$ cat src/rtl/mem_ctrl_pkg.sv
`default_nettype none
// +----------------------------------------------------------------------+
// | mem_ctrl_pkg : state encoding and default widths for mem_access_ctrl  |
// | Rev 1.0                                                               |
// +----------------------------------------------------------------------+
package mem_ctrl_pkg;

  localparam int c_ADDR_W = 4;
  localparam int c_DATA_W = 8;

  typedef enum logic [2:0] {
    ST_IDLE = 3'd0,
    ST_WR   = 3'd1,
    ST_RD1  = 3'd2,
    ST_RD2  = 3'd3,
    ST_RSP  = 3'd4,
    ST_VF1  = 3'd5,
    ST_VF2  = 3'd6
  } state_t;

endpackage
`default_nettype wire

$ cat src/rtl/mem_access_ctrl.sv
`default_nettype none
// +----------------------------------------------------------------------+
// | mem_access_ctrl : valid/ready request front-end for a 2-cycle-read    |
// | single-port memory. Optional write-verify: MEMCTRL_WRVERIFY_EN.       |
// | Rev 1.0                                                               |
// +----------------------------------------------------------------------+
module mem_access_ctrl
  import mem_ctrl_pkg::*;
#(
  parameter int ADDR_W = c_ADDR_W,
  parameter int DATA_W = c_DATA_W
) (
  input  logic              clk,
  input  logic              rst_n,
  input  logic              i_req_valid,
  output logic              o_req_ready,
  input  logic              i_req_wr,
  input  logic [ADDR_W-1:0] i_req_addr,
  input  logic [DATA_W-1:0] i_req_wdata,
  output logic              o_rsp_valid,
  input  logic              i_rsp_ready,
  output logic [DATA_W-1:0] o_rsp_data,
  output logic              o_wr_err,
  output logic              o_mem_cs,
  output logic              o_mem_en,
  output logic [ADDR_W-1:0] o_mem_addr,
  output logic [DATA_W-1:0] o_mem_din,
  input  logic [DATA_W-1:0] i_mem_q
);

  state_t              r_state;
  state_t              w_state_nxt;
  logic                r_req_ready;
  logic                r_rsp_valid;
  logic [DATA_W-1:0]   r_rsp_data;
  logic [ADDR_W-1:0]   r_addr;
  logic [DATA_W-1:0]   r_wdata;
  logic                w_accept;
  logic                w_mem_cs;
  logic                w_mem_en;

  // req_ready is only ever high in IDLE, so an accept implies IDLE
  assign w_accept = i_req_valid && r_req_ready;

  always_ff @(posedge clk or negedge rst_n) begin
    if (!rst_n) begin
      r_state <= ST_IDLE;
    end else begin
      r_state <= w_state_nxt;
    end
  end

  always_comb begin
    w_state_nxt = r_state;
    w_mem_cs    = 1'b0;
    w_mem_en    = 1'b0;
    case (r_state)
      ST_IDLE: begin
        if (w_accept) begin
          w_state_nxt = i_req_wr ? ST_WR : ST_RD1;
        end
      end
      ST_WR: begin
        w_mem_cs = 1'b1;
        w_mem_en = 1'b1;
`ifdef MEMCTRL_WRVERIFY_EN
        w_state_nxt = ST_VF1;
`else
        w_state_nxt = ST_IDLE;
`endif
      end
      ST_RD1: begin
        w_mem_cs    = 1'b1;
        w_state_nxt = ST_RD2;
      end
      ST_RD2: begin
        w_mem_cs    = 1'b1;
        w_state_nxt = ST_RSP;
      end
      ST_RSP: begin
        if (r_rsp_valid && i_rsp_ready) begin
          w_state_nxt = ST_IDLE;
        end
      end
`ifdef MEMCTRL_WRVERIFY_EN
      ST_VF1: begin
        w_mem_cs    = 1'b1;
        w_state_nxt = ST_VF2;
      end
      ST_VF2: begin
        w_mem_cs    = 1'b1;
        w_state_nxt = ST_IDLE;
      end
`endif
      default: begin
        w_state_nxt = ST_IDLE;
      end
    endcase
  end

  always_ff @(posedge clk or negedge rst_n) begin
    if (!rst_n) begin
      r_req_ready <= 1'b0;
      r_rsp_valid <= 1'b0;
      r_rsp_data  <= '0;
      r_addr      <= '0;
      r_wdata     <= '0;
    end else begin
      r_req_ready <= (w_state_nxt == ST_IDLE);
      if (w_accept) begin
        r_addr  <= i_req_addr;
        r_wdata <= i_req_wdata;
      end
      // mem_q is valid in RD2 because cs stays high with en low
      if (r_state == ST_RD2) begin
        r_rsp_data  <= i_mem_q;
        r_rsp_valid <= 1'b1;
      end else if (r_state == ST_RSP && i_rsp_ready) begin
        r_rsp_valid <= 1'b0;
      end
    end
  end

`ifdef MEMCTRL_WRVERIFY_EN
  logic r_wr_err;

  always_ff @(posedge clk or negedge rst_n) begin
    if (!rst_n) begin
      r_wr_err <= 1'b0;
    end else if (r_state == ST_VF2 && i_mem_q != r_wdata) begin
      r_wr_err <= 1'b1;
    end
  end

  assign o_wr_err = r_wr_err;
`else
  assign o_wr_err = 1'b0;
`endif

  assign o_req_ready = r_req_ready;
  assign o_rsp_valid = r_rsp_valid;
  assign o_rsp_data  = r_rsp_data;
  assign o_mem_cs    = w_mem_cs;
  assign o_mem_en    = w_mem_en;
  assign o_mem_addr  = r_addr;
  assign o_mem_din   = r_wdata;

endmodule
`default_nettype wire

$ cat config.mk
export PLATFORM = sky130hd
export DESIGN_NAME = mem_access_ctrl
export DESIGN_NICKNAME = d
export VERILOG_FILES = /design/src/rtl/mem_ctrl_pkg.sv /design/src/rtl/mem_access_ctrl.sv
export SDC_FILE = /design/constraint.sdc
export NUM_CORES = 1
export LEC_CHECK = 0
export CORE_MARGIN = 2
export CORE_UTILIZATION = 39
export CTS_CLUSTER_SIZE = 30
export DETAILED_ROUTE_END_ITERATION = 8
export PLACE_DENSITY = 0.83
export SYNTH_ARGS = -nofsm -noshare
export SYNTH_HDL_FRONTEND = slang
export SYNTH_SLANG_ARGS = --single-unit
$ cat constraint.sdc
create_clock -name clk -period 1.54 [get_ports clk]
set_input_delay 0.154 -clock clk [delete_from_list [all_inputs] [get_ports clk]]
set_output_delay 0.154 -clock clk [all_outputs]
set_load 0.005 [all_outputs]
==> summary.txt <==
Placement
  – DP Cell Count: around 150
  – # port buffers: between 40 and 50
  – Post-DP HPWL: about 1600 um
  – RD Place Congestion: 0.8000

Floorplan
  – Row count: 18
  – Chip width: between 50 and 60 um
  – Die Span Y: 55.73 um
  – I/O pin total: 50
  – Core footprint: around 0.0025 mm2
  – Initial Utilization: 0.4174
  – Die area: a little over 0.003 mm2

Synthesis
  – Post-Syn Area: ~0.0010 mm2
  – Seq cells post-synth: 25
  – Yosys warnings: 0
  – Cell accounting for the most synthesized area: dfrtp_1
  – Avg Cell Area, Syn: between 15 and 20 um2
  – Number of enable flip-flop cells after synthesis: 0
  – Top FF cell, synth: dfrtp_1
  – Syn nets: 93
  – Synth Instances: 68
  – Post-synth ARST share: 1.000
  – Post-synth top area share: 0.5995
  – Top post-synthesis cells by area: dfrtp_1, mux2_2, mux2_4
  – Seq/Total Area, Yosys: 0.5995
  – Cell variety after synth: 21

Timing
  – Tmin final: around 1500 ps
  – Max Clock Skew: ~6.8 ps
  – Final setup viols: 0
  – Fin crit share: 0.9447
  – Final Hold Violating Endpoints: 0
  – Final Max Tran Viols: 0
  – WHS: approximately 170 ps
  – RSZ-0062 raised after global routing: false
  – Final setup TNS: 0 ps
  – Maximum clock frequency: around 0.69 GHz

Clock tree
  – Reg clk slew, reported paths: around 130 ps
  – H-tree depth: 1
  – Clock Path Buffers: 2
  – Clk Latency, worst-skew pair: about 320 ps
  – CTS buffer count: 3
  – Clock sink total: 25
  – CTS tree: built
  – CTS root buffer: clkbuf_4

Worst setup path
  – CP Capture Type: primary output
  – Startpoint Class: flop
  – Kind of critical path: reg -> out
  – WP data arrival: about 1300 ps
  – Crit path required time: approximately 1400 ps
  – Crit path max fanout: 5
  – Worst r2r path cells: 3

Run status
  – Status: finished, final reports clean

Route
  – Vias: between 700 and 800
  – Antenna Violating Nets Remaining: 0
  – Post-Route WL: 2223 um
  – Avg Vias per Cell: approximately 4.8
  – DR WL/cell: about 15 um
  – DRC: 0
  – Starting DRT DRC Count: 14
  – Pre-antenna DRT Iters: 3

Finish
  – Post-route insts no fill: 151
  – Area delta synth->final: 53.12%
  – Antenna Cells: 0
  – Final net count: 147
  – Most frequent cells in the layout: clkdlybuf4s50_1, dfrtp_1, mux2_2, mux2_4
  – Commonest non-fill, non-tap cell in the layout: clkdlybuf4s50_1
  – Proportion of layout cells with a drive suffix above 1: 0.3058

Run
  – # Max-Cap Violations: 0

GRT
  – First-pass GRT wire length: about 3700 um
  – Vias in the first global route: around 800
  – Largest net degree at the start of global routing: 26
  – Gr ovfl total: 0
  – Initial antenna violation count: 0
  – Gr usage total: 0.1528

Power and ir drop
  – P per Cell Area: ~1800 mW/mm2
  – Leak Pwr: between 0.0007 and 0.0008 uW
  – Worst vdd rail ir drop: 0.001063 V

Hold path
  – Hold Crit Class: in -> async
[registers in the layout, indices dropped and copies added, names as in the netlist]
signal and cells:
o_mem_addr 4, o_mem_din 8, o_req_ready 1, o_rsp_data 8, o_rsp_valid 1, r_state 3
[area by class of cell]
type	instances	area, um2
multi-input cells	38	382.9
inverters	2	7.507
fillers	196	902.1
clock inverters	1	5.005
flip-flops and latches	25	625.6
clock buffers	3	22.52
well taps	30	37.54
repair buffers	52	516.7
[per-layer routing]
| metal | GRT usage | vias to the layer above | share of wire |
|---|---|---|---|
| met4 | 0.05226 | 0 | 0.014 |
| met2 | 0.2636 | 29 | 0.51 |
| met3 | 0.05116 | 2 | 0.065 |
| li1 | - | 340 | - |
| met5 | 0 | - | 0 |
| met1 | 0.1766 | 361 | 0.41 |
[stage by stage]
stage | cell area (um2) | worst slack (ps) | util | power, uW
global route | 1598 | 2.844 | 0.6391 | 3054
CTS | 1603 | 15.66 | 0.6411 | 2919
floorplan | 1044 | 419.0 | - | 1774
detailed placement | 1567 | 69.36 | 0.6266 | 2615
global placement | 1567 | 86.92 | 0.6266 | 2553
finish | 1598 | 85.17 | 0.6391 | 2878
[synthesized netlist by cell type (all sizes together) (2+ instances only)]
library cell and instances:
a21oi 2, or2 2, nand2 2, inv 2
buf 3, mux2 20, dfrtp 25, nand3b 2
[critical path: stages, from the launching register on]
cell and delay, ps:
dfrtp_1 410, buf_4 150, nor3b_1 170, dlygate4sd2_1 260
[path summary, 6_finish.rpt]
kind / startpoint / to / slack, ps
max in group asynchronous: rst_n / o_mem_din[5] / 1130
min in group clk: i_req_wr / r_state[0] / 420
worst max-delay path: r_state[1] / o_mem_en / 90
worst min register to register: o_mem_addr[3] / o_mem_addr[3] / 520
worst max register to register: r_state[2] / o_rsp_data[2] / 120
worst min-delay path: rst_n / o_rsp_data[1] / 170
[report_power, final]
part	internal [uW]	leakage [uW]	switching (uW)	total, uW
Combinational	1020	0.000403	411	1430
Clock	97.3	0.0000177	192	289
Sequential	975	0.000293	187	1160
[cell families (layout without fill, tap and decap cells)]
logic type / count (synthesis) / count (layout) / synth area share
flip-flops: 25 / 25 / 0.5995
multiplexers: 20 / 20 / 0.2446
AND/OR/NAND/NOR: 11 / 11 / 0.07434
AO/OA/AOI/OAI: 6 / 6 / 0.04196
buffers and inverters: 5 / 58 / 0.03598
other: 1 / 1 / 0.003594
[timing repair]
action / CTS / global route
gates resized for setup: 4 / 1
setup buffers: 1 / 0
hold buffers: 0 / 0
setup endpoints to repair: 2 / 1
Note: power is estimated with default switching activity, not from simulation.
